### src/rtl/audio_volume_ramp.sv
// Stereo master volume / soft-mute: scales 24-bit PCM by a Q1.15 gain that ramps one STEP per frame toward target.
// Latency: x_data_valid is a 1-cycle strobe 2 clks after x_data_en; data outputs hold between valids.
// Backpressure: none; strobes are accepted every clk while run = 1 and dropped (pipeline flushed) while run = 0.
//
// Ports:
//   clk, reset_n              : clock, asynchronous active-low reset
//   run                       : audio enable; 0 forces gain to 0, flushes the pipeline, ignores strobes
//   mute                      : forces the ramp target to 0
//   vol_wr, vol_msb, vol_lsb  : CPU volume write, latches {vol_msb, vol_lsb}
//   l/r_data_en, l/r_data_in  : input sample strobes and samples
//   l/r_data_valid, l/r_data_out : output strobes and scaled, saturated samples
//   cur_gain, ramp_busy       : status: gain currently applied, ramp in progress
//
// Build option VOL_ZERO_CROSS_EN: when defined, ramp steps are only taken on frames where the
// left sample changes sign, or after 64 consecutive frames without a sign change.

module audio_volume_ramp #(
    parameter int DATA_W = 24,
    parameter int GAIN_W = 16,
    parameter int STEP   = 16
) (
    input  logic              clk,
    input  logic              reset_n,
    input  logic              run,
    input  logic              mute,
    input  logic              vol_wr,
    input  logic [7:0]        vol_lsb,
    input  logic [7:0]        vol_msb,
    input  logic              l_data_en,
    input  logic              r_data_en,
    input  logic [DATA_W-1:0] l_data_in,
    input  logic [DATA_W-1:0] r_data_in,
    output logic              l_data_valid,
    output logic              r_data_valid,
    output logic [DATA_W-1:0] l_data_out,
    output logic [DATA_W-1:0] r_data_out,
    output logic [GAIN_W-1:0] cur_gain,
    output logic              ramp_busy
);

    // Q1.15: the binary point sits below the top gain bit.
    localparam int FRAC   = GAIN_W - 1;
    // sample (DATA_W) times zero-extended unsigned gain (GAIN_W+1) fits exactly in this width
    localparam int PROD_W = DATA_W + GAIN_W + 1;

    localparam logic [GAIN_W-1:0] UNITY   = GAIN_W'(1) << FRAC;
    localparam logic [GAIN_W-1:0] STEP_G  = GAIN_W'(STEP);
    localparam logic [DATA_W-1:0] SAT_MAX = {1'b0, {(DATA_W-1){1'b1}}};
    localparam logic [DATA_W-1:0] SAT_MIN = {1'b1, {(DATA_W-1){1'b0}}};

    typedef enum logic [1:0] {
        IDLE = 2'b00,
        UP   = 2'b01,
        DOWN = 2'b10
    } state_t;

    state_t              state;
    state_t              state_nxt;
    logic [GAIN_W-1:0]   vol_reg;
    logic [GAIN_W-1:0]   target;
    logic [GAIN_W-1:0]   gain_nxt;
    logic                step_pend;
    logic                step_ok;

    logic                       l_vld1;
    logic                       r_vld1;
    logic                       l_vld2;
    logic                       r_vld2;
    logic signed [PROD_W-1:0]   l_prod;
    logic signed [PROD_W-1:0]   r_prod;

    // ------------------------------------------------------------------
    // Volume register and ramp target
    // ------------------------------------------------------------------
    always_ff @(posedge clk or negedge reset_n) begin
        if (!reset_n) begin
            vol_reg <= UNITY;
        end else if (vol_wr) begin
            vol_reg <= GAIN_W'({vol_msb, vol_lsb});
        end
    end

    assign target = mute ? '0 : vol_reg;

    // ------------------------------------------------------------------
    // Step qualification
    // ------------------------------------------------------------------
`ifdef VOL_ZERO_CROSS_EN
    logic       prev_sign;
    logic [5:0] nx_cnt;

    // A step is allowed when the left sample changes sign relative to the previous
    // accepted left sample, or when 63 non-crossing frames have already passed
    // (so the 64th such frame is allowed and the timeout restarts).
    assign step_ok = (l_data_in[DATA_W-1] ^ prev_sign) | (nx_cnt == 6'd63);

    always_ff @(posedge clk or negedge reset_n) begin
        if (!reset_n) begin
            prev_sign <= 1'b0;
            nx_cnt    <= '0;
        end else if (!run) begin
            prev_sign <= 1'b0;
            nx_cnt    <= '0;
        end else if (l_data_en) begin
            prev_sign <= l_data_in[DATA_W-1];
            nx_cnt    <= step_ok ? 6'd0 : nx_cnt + 6'd1;
        end
    end
`else
    assign step_ok = 1'b1;
`endif

    // The step is taken on the cycle after the frame's left strobe, so the sample
    // accepted with that strobe is still scaled by the pre-step gain.
    always_ff @(posedge clk or negedge reset_n) begin
        if (!reset_n) begin
            step_pend <= 1'b0;
        end else begin
            step_pend <= run & l_data_en & step_ok;
        end
    end

    // ------------------------------------------------------------------
    // Ramp FSM: state register
    // ------------------------------------------------------------------
    always_ff @(posedge clk or negedge reset_n) begin
        if (!reset_n) begin
            state    <= IDLE;
            cur_gain <= '0;
        end else begin
            state    <= state_nxt;
            cur_gain <= gain_nxt;
        end
    end

    // ------------------------------------------------------------------
    // Ramp FSM: next state and gain
    // Direction comes from the live comparison rather than the registered
    // state, so a target change mid-ramp reverses on the very next step.
    // ------------------------------------------------------------------
    always_comb begin
        state_nxt = IDLE;
        gain_nxt  = cur_gain;
        if (!run) begin
            state_nxt = IDLE;
            gain_nxt  = '0;
        end else begin
            if (target > cur_gain) begin
                state_nxt = UP;
            end else if (target < cur_gain) begin
                state_nxt = DOWN;
            end else begin
                state_nxt = IDLE;
            end

            if (step_pend) begin
                case (state_nxt)
                    UP: begin
                        // landing exactly on target keeps cur_gain + STEP below 2^GAIN_W
                        if ((target - cur_gain) <= STEP_G) begin
                            gain_nxt = target;
                        end else begin
                            gain_nxt = cur_gain + STEP_G;
                        end
                    end
                    DOWN: begin
                        if ((cur_gain - target) <= STEP_G) begin
                            gain_nxt = target;
                        end else begin
                            gain_nxt = cur_gain - STEP_G;
                        end
                    end
                    default: gain_nxt = cur_gain;
                endcase
            end
        end
    end

    // Decoded directly from the state flops (IDLE encodes as all zeros).
    assign ramp_busy = (state != IDLE);

    // ------------------------------------------------------------------
    // Datapath
    // ------------------------------------------------------------------
    // Arithmetic shift back to sample scale, then clamp to the signed DATA_W range.
    // The shifted value fits in DATA_W bits exactly when every bit from the
    // DATA_W-1 position upward equals the sign.
    function automatic logic [DATA_W-1:0] scale_sat(input logic signed [PROD_W-1:0] prod);
        logic signed [PROD_W-1:0] shifted;
        logic [PROD_W-DATA_W:0]   upper;
        shifted = prod >>> FRAC;
        upper   = shifted[PROD_W-1:DATA_W-1];
        if ((&upper) || (~|upper)) begin
            scale_sat = shifted[DATA_W-1:0];
        end else if (shifted[PROD_W-1]) begin
            scale_sat = SAT_MIN;
        end else begin
            scale_sat = SAT_MAX;
        end
    endfunction

    always_ff @(posedge clk or negedge reset_n) begin
        if (!reset_n) begin
            l_vld1     <= 1'b0;
            r_vld1     <= 1'b0;
            l_vld2     <= 1'b0;
            r_vld2     <= 1'b0;
            l_prod     <= '0;
            r_prod     <= '0;
            l_data_out <= '0;
            r_data_out <= '0;
        end else begin
            // run = 0 drops everything in flight; data outputs keep their last value
            l_vld1 <= run & l_data_en;
            r_vld1 <= run & r_data_en;
            l_vld2 <= run & l_vld1;
            r_vld2 <= run & r_vld1;

            // Both channels sample the same cur_gain, so coincident strobes scale identically.
            if (run && l_data_en) begin
                l_prod <= $signed({{(GAIN_W+1){l_data_in[DATA_W-1]}}, l_data_in})
                        * $signed({{(DATA_W+1){1'b0}}, cur_gain});
            end
            if (run && r_data_en) begin
                r_prod <= $signed({{(GAIN_W+1){r_data_in[DATA_W-1]}}, r_data_in})
                        * $signed({{(DATA_W+1){1'b0}}, cur_gain});
            end

            if (run && l_vld1) begin
                l_data_out <= scale_sat(l_prod);
            end
            if (run && r_vld1) begin
                r_data_out <= scale_sat(r_prod);
            end
        end
    end

    // Gate with run so no strobe escapes during the cycle run falls.
    assign l_data_valid = l_vld2 & run;
    assign r_data_valid = r_vld2 & run;

endmodule
### config.mk
export PLATFORM = sky130hd
export DESIGN_NAME = audio_volume_ramp
export DESIGN_NICKNAME = d
export VERILOG_FILES = /design/src/rtl/audio_volume_ramp.sv
export SDC_FILE = /design/constraint.sdc
export NUM_CORES = 2
export LEC_CHECK = 0
export ABC_CLOCK_PERIOD_IN_PS = 9900
export BUFFER_PORTS_ARGS = -buffer_cell sky130_fd_sc_hd__buf_2
export CORE_UTILIZATION = 50
export CTS_BUF_LIST = sky130_fd_sc_hd__clkbuf_16
export CTS_CLUSTER_DIAMETER = 150
export DETAILED_ROUTE_END_ITERATION = 8
export PLACE_DENSITY = 0.67
export RECOVER_POWER = 50
export SETUP_SLACK_MARGIN = 0.1
export SLEW_MARGIN = 15
export SYNTH_ARGS = -nofsm -noshare
export SYNTH_HDL_FRONTEND = slang
export SYNTH_SLANG_ARGS = --single-unit
### constraint.sdc
create_clock -name clk -period 9.9 [get_ports clk]
set_clock_uncertainty 0.1 [all_clocks]
set_input_delay 0.495 -clock clk [delete_from_list [all_inputs] [get_ports clk]]
set_output_delay 0.495 -clock clk [all_outputs]
set_load 0.05 [all_outputs]
* After elaboration in Yosys (flattened, before gate mapping)
Index checks and enable logic that the tools add are counted.
** Word-level totals
- Bits of input ports :: 71
- Logic and storage cells :: 59
- Bits in registers :: 168
- Output and inout port bits :: 67
** Cells by class
- $lt $le $gt $ge :: 4
- Equality and inequality tests :: 4
- Multipliers :: 2
- Multiplexer cells :: 14
- Bitwise operators :: 6
- Add/subtract/negate cells :: 4
- Reduce and logical (&&, ||, !) cells :: 14
** Operator list (count)
- 24-bit 2-to-1 mux :: 4
- 24-bit by 17-bit multiplier with 41-bit output :: 2
- 16-bit 2-to-1 mux :: 5
- 16-bit by 5-bit less-or-equal comparator with 1-bit output (second input constant) :: 2
- 16-bit case mux with 2 select lines :: 1
- 16-bit subtractor :: 2
- 16-bit by 5-bit adder with 16-bit output (second input constant) :: 1
- 16-bit greater-than comparator :: 1
- 16-bit < comparator :: 1
- 16-bit by 5-bit subtractor with 16-bit output (second input constant) :: 1
- 2-bit 2-to-1 mux :: 4
- 1-bit AND :: 6
- 3-bit AND reduction :: 2
- 3-bit OR reduction :: 2
- 1-bit logical AND :: 4
- 3-bit by 1-bit != test with 1-bit output (second input constant) :: 1
- 2-bit by 1-bit == test with 1-bit output (second input constant) :: 1
- 2-bit == test (second input constant) :: 1
- 1-bit zero test :: 2
- 1-bit logical OR :: 2
- 2-bit by 1-bit != test with 1-bit output (second input constant) :: 1
- 2-bit AND reduction :: 1
- 2-bit nonzero test :: 1

* Longest topological paths before layout
- Word-level depth :: 9
- Gate-level depth with buffers :: 26
- Depth with buffers taken out :: 24

* Worst setup path after synthesis
Ideal clock, no wire load.
- Kind :: register -> register
- From :: register cur_gain[8]
- To :: register r_prod[28]
- Required time :: 9.678 ns
- Library setup time :: 0.122 ns
- Buffers on the path :: 3
- Clock period less this slack :: 7.273 ns
- Arrival time :: 7.051 ns
- Path slack :: 2.627 ns
- Cell stages (with the launch flop) :: 27
- Cells stage by stage :: dfrtp_1 clkbuf_1 clkbuf_1 clkbuf_1 nand2_1 fa_1 inv_1 fa_1 inv_1 fa_1 inv_1 fa_1 fa_1 inv_1 fa_1 inv_1 ha_1 o21ai_0 nor2_1 or4_1 a221oi_1 a21boi_0 o21ai_0 a21oi_1 o21ai_0 mux2i_1 nand2_1
** Between the ends
- Word-level cells in the longest chain between the ends :: 1
** RTL lines
- start, declared :: line 37 : output logic [GAIN_W-1:0] cur_gain,
- start signal, assigned :: line 132 : cur_gain <= gain_nxt;
- 24-bit by 17-bit multiplier with 41-bit output :: line 226 : * $signed({{(DATA_W+1){1'b0}}, cur_gain});
- end signal, assigned :: line 225 : r_prod <= $signed({{(GAIN_W+1){r_data_in[DATA_W-1]}}, r_data_in})
- end, declared :: line 70 : logic signed [PROD_W-1:0] r_prod;
No other way between the ends.
A chain may end at the register's enable or synchronous reset.

* Final worst setup path
- From :: register cur_gain[4]
- To :: register l_prod[40]
** Between the ends
- Word-level cells in the longest chain between the ends :: 1
** RTL lines
- 24-bit by 17-bit multiplier with 41-bit output :: line 222 : * $signed({{(DATA_W+1){1'b0}}, cur_gain});
- end signal, assigned :: line 221 : l_prod <= $signed({{(GAIN_W+1){l_data_in[DATA_W-1]}}, l_data_in})
- end, declared :: line 69 : logic signed [PROD_W-1:0] l_prod;
No other way between the ends.

==> metrics <==
hold path start vol_lsb[2]; setup_tns 0 ps; core area 67,510 um2; ys async rst share 100.0%; Initial Utilization 50.74%; CTS root buffer clkbuf_16; Post-CTS Setup Inserts 0; DRC viols 0; H-Tree Depth 4; Top FF cell, synth dfrtp_1; worst reg2reg path depth 22; Power Dens Cells 230.4 nW/um2; min cycle time layout 7467 ps; CTS Buf Count 17; largest net degree at the start of global routing 82; total placed cells including tap cells 4,702; commonest non-fill, non-tap cells in the layout inv_1 (941), fa_1 (750), nand2_1 (621); hold path depth 2; worst setup path startpoint cur_gain[4]$_DFFE_PN0P_; HP Class input pin to flop; fin. max-slew vios 255; switching share of power 54.44%; # hold bufs at CTS 0; Internal Power 3.784 mW; Netlist Area Pre-Place 34,260 um2; GP Congestion 0.9142; max-cap violation count 4; Post-Route WL 82,660 um; die area 69,560 um2; setup violators final 0; critical path required time 10,080 ps; status complete, but fails checks; relative slew slack -234.0%; hpwl dp 65,030 um; final hold violation count 0; antenna violations before repair 1; post-route total power 8.307 mW; sequential area share after synthesis 10.08%; Total GRT Usage 25.19%; Yosys cell types 77; post-route ant nets 0; post-route core utilization 53.40%; Post-synth EDFFs 0; Resized Gates After CTS 0; number of synthesized register bits 138; slowest CP cell dfrtp_2; crit-path most repeated cell fa_1; average size of a mapped cell 8.907 um2; Peak supply drop 0.2319 mV; Max Clk Rate 133.9 MHz; Rows 95; IO Pins 138; critical path fanouts, max 37; period utilisation layout 75.43%; CTS max path bufs 2; Least-Margin Pin Slew 5010 ps; violations in the final reports max-capacitance violations, max-slew violations; Net Switching 4.523 mW; largest stage delay on the critical path 970 ps; RSZ-0062 raised after global routing no; routed len/inst 17.46 um; commonest non-fill, non-tap cell in the layout inv_1; post-synthesis cell count 3,846; Synth Net Count 4,898; layout cells sized above 1 5.128%; CP Launch Type flop; via density per instance 5.191; GRT Residual Overflow 0; filler-free cell count of the finished design 4,735; Worst R2R Setup Slack 2430 ps; CP Cell Sequence buf_4 > nand2_1 > fa_1 > fa_1 > fa_1 > inv_1 > fa_1 > fa_1 > inv_1 > fa_1 > inv_1 > ha_1 > a21oi_1 > o21ai_0 > a221oi_1 > nor2b_1 > a41o_1 > a211oi_1 > o21ai_0 > a31oi_1 > xnor2_1 > o21ai_0; Clk pwr share 8.0%; Combinational Power Share 80.1%; via count of the first global-routing pass 26,309; NumNets Final 4,900; DRT iter0 DRCs 1,473; crit path DAT 7650 ps; router iterations before antenna repair 5; share of power burned in registers 11.9%; P&R area growth vs syn 5.256%; clock-pin slew on the worst setup and hold paths 80 ps; Filler Cell Count 6,272; leakage 18.58 nW; number of clock sinks 138; Crit. End Element flop; Die X 263.7 um; die height 263.7 um; YS warnings 0; vias 24,580; RR Startpoint cur_gain[4]$_DFFE_PN0P_; first-pass GRT wire length 138,400 um; clk_lat worst skew 490 ps; input/output buffers 137; CTS tree done; Top Registers l_prod: 26 flops, r_prod: 26 flops; path type of the worst setup path flop to flop
==> critical path: cells and delay by family (launching register included) <==
kind                       cells  cell delay, ps
and+or+nand+nor                2             200
adders and majority gates      7            3290
AOI/OAI and AO/OA              8            1980
buffers and inverters          4             580
DFF                            1             970
xor gates and xnor gates       1             130
==> layer usage <==
| layer | GRT usage [%] | part of all wire, % | vias up |
|---|---|---|---|
| met4 | 6.081 | 1.7 | 0 |
| met1 | 34.60 | 45 | 12372 |
| met3 | 4.735 | 6.8 | 99 |
| li1 | - | - | 11361 |
| met5 | 0 | 0 | - |
| met2 | 41.30 | 47 | 748 |
==> cell families (layout without fill, tap and decap cells) <==
logic type / count (synthesis) / after routing / synth area share, %
other cells: 0 / 1 / 0
buf+inv: 1121 / 1136 / 12.37
fa+ha+maj: 981 / 981 / 52.27
flops: 138 / 138 / 10.08
compound gates: 335 / 335 / 6.429
mux: 22 / 22 / 0.7123
xor+xnor: 76 / 76 / 1.943
simple gates: 1173 / 1173 / 16.19
==> through the flow <==
stage | cell area, um2 | hold slack (ps) | setup WS (ps)
floorplan | 34260 | 99.41 | 2627
global placement | 35550 | 356.4 | 2553
detailed placement | 35550 | 364.6 | 2400
CTS | 36130 | 24.49 | 2398
global route | 36050 | 132.2 | 1558
finish | 36060 | 144.1 | 2433
==> synthesized netlist by cell type, types with 22 or more instances <==
master | n | area [um2]
inv_1 | 941 | 3532
fa_1 | 750 | 15010
nand2_1 | 621 | 2331
and2_1 | 302 | 1889
ha_1 | 231 | 2890
clkbuf_1 | 163 | 611.8
dfrtp_1 | 137 | 3428
o21ai_0 | 124 | 620.6
nor2_1 | 88 | 330.3
a21oi_1 | 57 | 285.3
xnor2_1 | 47 | 411.6
xor2_1 | 29 | 254.0
nand2b_1 | 27 | 168.9
nand3_1 | 27 | 135.1
nor3_1 | 25 | 125.1
a21o_1 | 22 | 165.2
==> power groups by stage <==
stage               combinational [mW]  sequential [mW]  clock [mW]
global placement                  6.58            0.984           0
global route                      7.67             1.02       0.701
floorplan                         4.77             1.27           0
finish                            6.65            0.987       0.666
CTS                               6.73            0.983       0.681
detailed placement                6.63            0.990           0
==> layout make-up <==
| class | instances | area, um2 | share of cell area [%] |
|---|---|---|---|
| repair buffers | 163 | 805.8 | 2.235 |
| clock buffers | 17 | 425.4 | 1.180 |
| inverters | 941 | 3532 | 9.796 |
| clock inverters | 15 | 156.4 | 0.4338 |
| multi-input cells | 2587 | 26570 | 73.69 |
| flip-flops and latches | 138 | 3473 | 9.633 |
| diodes | 1 | 2.502 | 0.006940 |
| well taps | 873 | 1092 | 3.029 |
==> final timing paths <==
path | end
max in group asynchronous | cur_gain[6]$_DFFE_PN0P_
worst max register to register | l_prod[40]$_DFFE_PN0P_
worst min register to register | r_data_out[16]$_DFFE_PN0P_
min in group asynchronous | r_data_out[3]$_DFFE_PN0P_
worst min-delay path | vol_reg[2]$_DFFE_PN0P_
worst max-delay path | l_prod[40]$_DFFE_PN0P_
(Power assumes the default switching activity.)
